File: config.mk
export PLATFORM = sky130hd
export DESIGN_NAME = sim_trig_gen
export DESIGN_NICKNAME = d
export VERILOG_FILES = /design/src/rtl/sim_trig_gen.sv
export SDC_FILE = /design/constraint.sdc
export NUM_CORES = 1
export LEC_CHECK = 0
export ABC_CLOCK_PERIOD_IN_PS = 3800
export CELL_PAD_IN_SITES_DETAIL_PLACEMENT = 0
export CELL_PAD_IN_SITES_GLOBAL_PLACEMENT = 1
export CORE_ASPECT_RATIO = 1.75
export CORE_UTILIZATION = 35
export CTS_CLUSTER_DIAMETER = 50
export DETAILED_ROUTE_END_ITERATION = 12
export PLACE_DENSITY = 0.77
export SYNTH_ARGS = -nofsm -noshare
export SYNTH_HDL_FRONTEND = slang
export SYNTH_SLANG_ARGS = --single-unit
File: constraint.sdc
create_clock -name clk -period 3.8 [get_ports clk]
set_input_delay 1.14 -clock clk [delete_from_list [all_inputs] [get_ports clk]]
set_output_delay 1.14 -clock clk [all_outputs]
set_load 0.1 [all_outputs]
File: src/rtl/sim_trig_gen.sv
// Simulation read-trigger generator: issues read strobes/addresses in continuous, burst or periodic runs.
// Optional per-run read counter output (out_ntrig) is enabled by defining SIM_TRIG_CNT_EN.
module sim_trig_gen #(
  parameter int ADDR_W = 12,
  parameter int CNT_W  = 16
) (
  input  logic              clk,
  input  logic              rst,
  input  logic              ena_trig,
  input  logic [1:0]        mode,
  input  logic [ADDR_W-1:0] start_addr,
  input  logic [ADDR_W-1:0] burst_len,
  input  logic [CNT_W-1:0]  period,
  output logic              out_rena,
  output logic [ADDR_W-1:0] out_raddr,
  output logic              out_busy,
  output logic              out_done
`ifdef SIM_TRIG_CNT_EN
  ,
  output logic [CNT_W-1:0]  out_ntrig
`endif
);

  typedef enum logic [1:0] {
    IDLE = 2'd0,
    RUN  = 2'd1,
    GAP  = 2'd2
  } state_t;

  localparam logic [1:0] MODE_BURST    = 2'd1;
  localparam logic [1:0] MODE_PERIODIC = 2'd2;

  state_t              state_r, state_n;
  logic                prev_ena_r;
  logic [1:0]          mode_r, mode_n;
  logic [CNT_W-1:0]    period_r, period_n;
  logic [CNT_W-1:0]    gap_r, gap_n;
  logic [ADDR_W-1:0]   rem_r, rem_n;
  logic                rena_r, rena_n;
  logic [ADDR_W-1:0]   raddr_r, raddr_n;
  logic                busy_r, busy_n;
  logic                done_r, done_n;
  logic                start_s;
  logic                issue_s;
  logic                clr_s;
`ifdef SIM_TRIG_CNT_EN
  logic [CNT_W-1:0]    ntrig_r, ntrig_n;
`endif

  assign start_s = ena_trig & ~prev_ena_r;

  // State, latched run configuration and registered outputs
  always_ff @(posedge clk) begin
    if (rst) begin
      state_r    <= IDLE;
      prev_ena_r <= 1'b0;
      mode_r     <= 2'd0;
      period_r   <= '0;
      gap_r      <= '0;
      rem_r      <= '0;
      rena_r     <= 1'b0;
      raddr_r    <= '0;
      busy_r     <= 1'b0;
      done_r     <= 1'b0;
`ifdef SIM_TRIG_CNT_EN
      ntrig_r    <= '0;
`endif
    end else begin
      state_r    <= state_n;
      prev_ena_r <= ena_trig;
      mode_r     <= mode_n;
      period_r   <= period_n;
      gap_r      <= gap_n;
      rem_r      <= rem_n;
      rena_r     <= rena_n;
      raddr_r    <= raddr_n;
      busy_r     <= busy_n;
      done_r     <= done_n;
`ifdef SIM_TRIG_CNT_EN
      ntrig_r    <= ntrig_n;
`endif
    end
  end

  // Next-state and next-output decode; rem_r counts burst reads still owed after the current one
  always_comb begin
    state_n  = state_r;
    mode_n   = mode_r;
    period_n = period_r;
    gap_n    = gap_r;
    rem_n    = rem_r;
    raddr_n  = raddr_r;
    done_n   = 1'b0;
    issue_s  = 1'b0;
    clr_s    = 1'b0;

    case (state_r)
      IDLE: begin
        if (start_s) begin
          mode_n   = mode;
          period_n = period;
          clr_s    = 1'b1;
          if ((mode == MODE_BURST) && (burst_len == '0)) begin
            done_n = 1'b1;
          end else begin
            issue_s = 1'b1;
            raddr_n = start_addr;
            rem_n   = burst_len - ADDR_W'(1);
            if ((mode == MODE_PERIODIC) && (period != '0)) begin
              state_n = GAP;
              gap_n   = period;
            end else begin
              state_n = RUN;
            end
          end
        end else begin
          state_n = IDLE;
        end
      end

      RUN: begin
        if (mode_r == MODE_BURST) begin
          if (rem_r == '0) begin
            state_n = IDLE;
            done_n  = 1'b1;
          end else begin
            issue_s = 1'b1;
            raddr_n = raddr_r + ADDR_W'(1);
            rem_n   = rem_r - ADDR_W'(1);
          end
        end else if (!ena_trig) begin
          state_n = IDLE;
          done_n  = 1'b1;
        end else begin
          issue_s = 1'b1;
          raddr_n = raddr_r + ADDR_W'(1);
          if ((mode_r == MODE_PERIODIC) && (period_r != '0)) begin
            state_n = GAP;
            gap_n   = period_r;
          end else begin
            state_n = RUN;
          end
        end
      end

      GAP: begin
        if (!ena_trig) begin
          state_n = IDLE;
          done_n  = 1'b1;
        end else if (gap_r <= CNT_W'(1)) begin
          state_n = RUN;
          gap_n   = '0;
        end else begin
          gap_n = gap_r - CNT_W'(1);
        end
      end

      default: begin
        state_n = IDLE;
      end
    endcase

    rena_n = issue_s;
    busy_n = (state_n != IDLE);
  end

`ifdef SIM_TRIG_CNT_EN
  // Saturating per-run read counter, restarted at each run start
  always_comb begin
    ntrig_n = ntrig_r;
    if (clr_s) begin
      ntrig_n = issue_s ? CNT_W'(1) : '0;
    end else if (issue_s && (ntrig_r != '1)) begin
      ntrig_n = ntrig_r + CNT_W'(1);
    end else begin
      ntrig_n = ntrig_r;
    end
  end

  assign out_ntrig = ntrig_r;
`endif

  assign out_rena  = rena_r;
  assign out_raddr = raddr_r;
  assign out_busy  = busy_r;
  assign out_done  = done_r;

endmodule

---- Word-level counts from Yosys, hierarchy flattened ----
Cells that the tools add are included.
word-level totals
  register bits ........................... 64
  input bits .............................. 45
  output and inout port bits .............. 15
  logic and storage cells ................. 91
cells by class
  $add $sub $neg .......................... 4
  magnitude comparators ................... 1
  equality and inequality tests ........... 17
  muxes and demuxes ....................... 42
  bitwise logic cells ..................... 2
  reduce and logical (&&, ||, !) cells .... 15
operator list
  operator                                                                           count
  16-bit 2-to-1 mux                                                                  8
  12-bit 2-to-1 mux                                                                  9
  12-bit case mux with 2 select lines                                                2
  16-bit case mux with 3 select lines                                                1
  16-bit nonzero test                                                                2
  12-bit zero test                                                                   2
  12-bit by 1-bit subtractor with 12-bit output, second input constant               2
  2-bit 2-to-1 mux                                                                   9
  2-bit != test, second input constant                                               9
  16-bit by 1-bit less-or-equal comparator with 1-bit output, second input constant  1
  16-bit by 1-bit subtractor with 16-bit output, second input constant               1
  12-bit by 1-bit adder with 12-bit output, second input constant                    1
  1-bit 2-to-1 mux                                                                   10
  5-bit AND reduction                                                                2
  8-bit AND reduction                                                                1
  2-bit by 1-bit == test with 1-bit output, second input constant                    3
  2-bit == test, second input constant                                               3
  3-bit != test, second input constant                                               2
  2-bit case mux with 3 select lines                                                 1
  2-bit nonzero test                                                                 2
  1-bit logical AND                                                                  3
  1-bit case mux with 3 select lines                                                 1
  3-bit nonzero test                                                                 1
  2-bit zero test                                                                    1
  4 further kinds                                                                    4

---- Longest topological paths before layout ----
  depth after elaboration ................. 7
  gate-level depth with buffers ........... 14
  mapped depth without buffers ............ 9

---- Least setup slack after synthesis ----
No wires, ideal clock.
  path kind ............................... register to register
  from .................................... register state_r[1]
  to ...................................... register rem_r[8]
  setup time .............................. 0.127 ns
  data arrival time ....................... 3.007 ns
  data required time ...................... 3.673 ns
  path slack .............................. 0.666 ns
  stages on the path, launching flop included .. 15
  buffers on the path ..................... 5
  clock period less this slack ............ 3.134 ns
  path through ............................ dfxtp_1 -> inv_1 -> ha_1 -> buf_2 -> buf_2 -> buf_2 -> buf_2 -> buf_1 -> mux2i_1 -> ha_1 -> o211a_1 -> nand2_1 -> o41ai_1 -> a21oi_1 -> or3_1
on the way
  longest elaborated chain between the ends .. 3
  elaborated cells on any way between the ends .. 9
  those cells by class .................... eq/ne: 5; mux: 1; reduce/logical: 3
ends and longest elaborated chain
  what                                                                         RTL line  text
  from (decl)                                                                  33        state_t state_r, state_n;
  from (signal assigned)                                                       69        state_r <= state_n;
  2-bit by 1-bit == test with 1-bit output or 2-bit zero test (tied branches)  97        case (state_r)
  2-bit != test (no line) or 2-bit nonzero test (tied branches)                --
  5-bit AND reduction (no line)                                                --
  to (signal assigned)                                                         74        rem_r <= rem_n;
  to (decl)                                                                    38        logic [ADDR_W-1:0] rem_r, rem_n;
Parallel ways exist; a longest one is shown, timed or not.
A chain may end at the register's enable or synchronous reset.

---- Worst setup path in the final report ----
  from .................................... input port burst_len[7]
  to ...................................... register rem_r[8]
on the way
  longest elaborated chain between the ends .. 4
  elaborated cells on any way between the ends .. 8
  those cells by class .................... add/sub: 1; eq/ne: 1; mux: 3; reduce/logical: 3
ends and longest elaborated chain
  what                                                                               RTL line  text
  from (decl)                                                                        12        input logic [ADDR_W-1:0] burst_len,
  12-bit by 1-bit subtractor with 12-bit output or 12-bit zero test (tied branches)  108, 103
  12-bit 2-to-1 mux or 1-bit logical AND (tied branches)                             103       if ((mode == MODE_BURST) && (burst_len == '0)) begin
  12-bit 2-to-1 mux or 2-bit != test (tied branches)                                 --
  12-bit case mux with 2 select lines or 5-bit AND reduction (tied branches)         --
Parallel ways exist; a longest one is shown, timed or not. The select of a mux whose other input is x is not followed.

==> flow_metrics.py <==
metrics = {
    "global_route": {
        "initial_antenna_violation_count": 0,
        "vias_in_the_first_global_route": 4089,
        "gr-usage-all-layers_pct": 20.7,
        "grt_start_max_net_pins": 35,
        "grt_remaining_overflow": 0,
        "grt_first_pass_wirelength_um": 20300,
    },
    "critical_path": {
        "worstSetupEndpointType": "flop",
        "critPathArrivalTime_ns": 3.36,
        "timing.critical_path.slowest_cell_delay_ns": 0.62,
        "worst_ep_required_time_ns": 4.02,
        "timing.critical_path.fanout_max": 12,
        "criticalPathCategory": "input port to flop",
        "start_kind": "input port",
        "r2r.worst_path.cells": 6,
        "reg2reg_slack_ns": 0.75,
        "crit-reg2reg-launch": "state_r[0]$_SDFF_PP0_",
        "crit_path_max_delay_cell_type": "sky130_fd_sc_hd__clkdlybuf4s50_1",
        "worstReg2RegEnd": "rem_r[8]$_SDFFE_PP0P_",
        "crit_path_cell_trace": "clkdlybuf4s50_1, nor4_1, and4_1, o22ai_2, and2_1, a21oi_1, or3_1",
        "crit_start": "burst_len[7]",
    },
    "synthesis": {
        "postSynth.asyncResetShare_pct": 0,
        "average_footprint_of_a_synthesized_cell_um2": 7.44,
        "post_synth_net_total": 602,
        "synth.cell_area_um2": 4090,
        "cell_taking_the_most_area_after_synthesis": "sky130_fd_sc_hd__dfxtp_1",
        "ys_seq_elements": 64,
        "synth_enable_flop_cells": 0,
        "syn_inst": 549,
        "synth_seq_area_share_pct": 31.4,
        "synthTopCellsByCount": "sky130_fd_sc_hd__nand2_1 (100), sky130_fd_sc_hd__dfxtp_1 (64), sky130_fd_sc_hd__a21oi_1 (63)",
        "yosys_warning_count": 0,
        "synth.most_common_cell": "sky130_fd_sc_hd__nand2_1",
        "synth_flop_cell": "sky130_fd_sc_hd__dfxtp_1",
        "yosysTopAreaCellShare_pct": 31.4,
        "yosys-top-cells-area": "sky130_fd_sc_hd__dfxtp_1 (31%), sky130_fd_sc_hd__nand2_1 (9.2%), sky130_fd_sc_hd__a21oi_1 (7.7%)",
        "post_synth_num_cell_types": 69,
    },
    "cts": {
        "cts_buffers": 9,
        "cts.sink_count": 64,
        "clock_tree_from_tritoncts": "done",
        "cts-root-buf": "sky130_fd_sc_hd__clkbuf_16",
        "clk_pin_slew_ns": 0.06,
        "worst_skew_pair.late_latency_ns": 0.34,
        "clk_path_buf_depth": 2,
        "post_cts_setup_buffers": 0,
        "hold_buffers": 0,
        "postCtsResizedCells": 0,
        "htree_num_levels": 3,
    },
    "placed_design": {
        "gp_congestion": 0.851,
        "io_buffer_count": 59,
        "placedInstanceArea_um2": 4720,
        "dp.final_hpwl_um": 8740,
    },
    "sta": {
        "final_min_period_over_clock_period_pct": 82.6,
        "maximum_achievable_frequency_mhz": 319,
        "timing_worst_slew_pin_value_ns": 0.962,
        "post_layout_min_period_ns": 3.14,
        "finalClockSkew_ns": 0.00815,
        "finalSetupTns_ns": 0,
        "setup_viol": 0,
        "timing_max_transition_violations_final": 0,
        "slew-limit-headroom_pct": 35.6,
        "unrepaired_setup_endpoints_after_global_routing": "no",
        "timing_hold_violations_final": 0,
    },
    "power": {
        "power.ir.vdd_worst_mv": 0.232,
        "power.density_cell_area_nw_per_um2": 453,
        "leakage_power_nw": 1.74,
    },
    "worst_hold_path": {
        "hold_end": "mode_r[0]$_SDFFE_PP0P_",
        "min_path_type": "flop to flop",
        "hold_path_startpoint": "mode_r[0]$_SDFFE_PP0P_",
        "worst_hold_path.num_cells": 2,
    },
    "route": {
        "drt_drc_violations_left": 0,
        "via_count": 4219,
        "first_pass_iters": 5,
        "postRouteWirelength_um": 12300,
        "detail_route.iter0.violations": 298,
        "detail_route.wl_per_cell_um": 16.9,
        "route.detailed.vias_per_inst": 5.80,
        "route.antenna.remaining_nets": 0,
    },
    "cells_and_area": {
        "insertedDiodeCount": 0,
        "post-route-util_pct": 44.7,
        "syn2layout_area_growth_pct": 23.0,
        "drive_above_1_share_pct": 10.2,
        "summed_area_of_non_filler_cells_in_the_final_layout_um2": 5020,
        "design.final.nets": 644,
    },
    "floorplan": {
        "die_h_um": 145,
        "horizontal_die_dimension_um": 83.7,
        "num_rows": 51,
        "ios": 60,
        "start_util_pct": 36.4,
        "core-area_um2": 11200,
        "die-area_um2": 12100,
    },
    "flow_run": {
        "max_cap_violations": 0,
    },
    "outcome": {
        "status": "finished, final reports clean",
    },
}
[cells by family (layout without fill, tap and decap cells)]
group	Yosys count	in the layout	share of synthesized area [%]
flops	64	64	31.4
compound gates	168	168	27.5
mux	6	6	1.53
fa+ha+maj	8	8	2.45
buf+inv	48	95	5.18
simple gates	243	243	29.4
xor+xnor	12	12	2.57
[area by class of cell]
type | instances | area, um2
fill | 1173 | 6210
inverter | 8 | 30.0
clock buffer | 11 | 253
sequential | 64 | 1280
multi-input combinational | 437 | 2600
timing repair buffer | 71 | 641
tap | 132 | 165
clock inverter | 5 | 55.1
[per-layer routing]
layer  share of wire [%]  vias up  routed length (um)  track usage (%)
li1                    -     2105                   -                -
met1                  40     1974                4870             22.5
met2                  54      112                6600             38.0
met3                 4.0       28                 498             3.47
met4                 2.7        0                 338             10.3
met5                   0        -                   0                0
[through the flow]
| step | worst slack [ns] | hold slack (ns) | std cells | power, mW |
|---|---|---|---|---|
| detailed placement | 0.336 | 0.461 | 712 | 1.43 |
| global placement | 0.361 | 0.457 | 712 | 1.43 |
| global route | 0.423 | 0.493 | 728 | 2.39 |
| finish | 0.661 | 0.468 | 728 | 2.28 |
| floorplan | 0.666 | 0.445 | 549 | 1.25 |
| CTS | 0.685 | 0.468 | 728 | 2.29 |
[layout by cell type (no fill, tap or decap), types with 3 or more instances in the layout]
master,n
sky130_fd_sc_hd__nor4_1,20
sky130_fd_sc_hd__nand3_1,16
sky130_fd_sc_hd__o211ai_1,24
sky130_fd_sc_hd__nor3_1,16
sky130_fd_sc_hd__nand2_1,100
sky130_fd_sc_hd__nor2b_1,7
sky130_fd_sc_hd__buf_4,26
sky130_fd_sc_hd__a31oi_1,10
sky130_fd_sc_hd__a211oi_1,5
sky130_fd_sc_hd__dfxtp_1,64
sky130_fd_sc_hd__inv_1,7
sky130_fd_sc_hd__mux2i_1,4
sky130_fd_sc_hd__nand3b_1,4
sky130_fd_sc_hd__ha_1,7
sky130_fd_sc_hd__a41oi_1,3
sky130_fd_sc_hd__nand4_1,5
sky130_fd_sc_hd__nand2b_1,10
sky130_fd_sc_hd__or3_1,5
sky130_fd_sc_hd__a21oi_1,63
sky130_fd_sc_hd__nand4b_1,3
sky130_fd_sc_hd__clkdlybuf4s50_1,44
sky130_fd_sc_hd__nor2_1,38
sky130_fd_sc_hd__o32ai_1,6
sky130_fd_sc_hd__xor2_1,8
sky130_fd_sc_hd__o21ai_0,18
sky130_fd_sc_hd__clkbuf_16,9
sky130_fd_sc_hd__xnor2_1,4
sky130_fd_sc_hd__a22oi_1,5
sky130_fd_sc_hd__and2_1,4
sky130_fd_sc_hd__o31ai_1,3
[flip-flops by register name, indices dropped and copies added (netlist names)]
name,cells
gap_r,16
mode_r,2
out_busy,1
out_done,1
out_raddr,12
out_rena,1
period_r,16
prev_ena_r,1
rem_r,12
state_r,2
[worst max-delay path by stage]
| stage | end | slack, ns |
|---|---|---|
| after floorplan | rem_r[8]$_SDFFE_PP0P_ | 0.67 |
| after CTS | out_raddr[9]$_SDFFE_PP0P_ | 0.69 |
| after global placement | rem_r[2]$_SDFFE_PP0P_ | 0.36 |
| after global routing | out_raddr[5]$_SDFFE_PP0P_ | 0.42 |
| final | rem_r[8]$_SDFFE_PP0P_ | 0.66 |
| after detailed placement | rem_r[8]$_SDFFE_PP0P_ | 0.34 |
[critical path, delay by kind of cell]
kind            cells  cell delay (ns)
simple gates        4             1.25
buf+inv             1             0.62
compound gates      2             0.35
[where the power goes]
| group | switching, mW | leakage, nW | total, mW | internal, mW |
|---|---|---|---|---|
| combinational | 0.406 | 1.07 | 0.638 | 0.232 |
| sequential | 0.0597 | 0.524 | 0.782 | 0.723 |
| clock | 0.314 | 0.148 | 0.855 | 0.541 |
(Power assumes the default switching activity.)
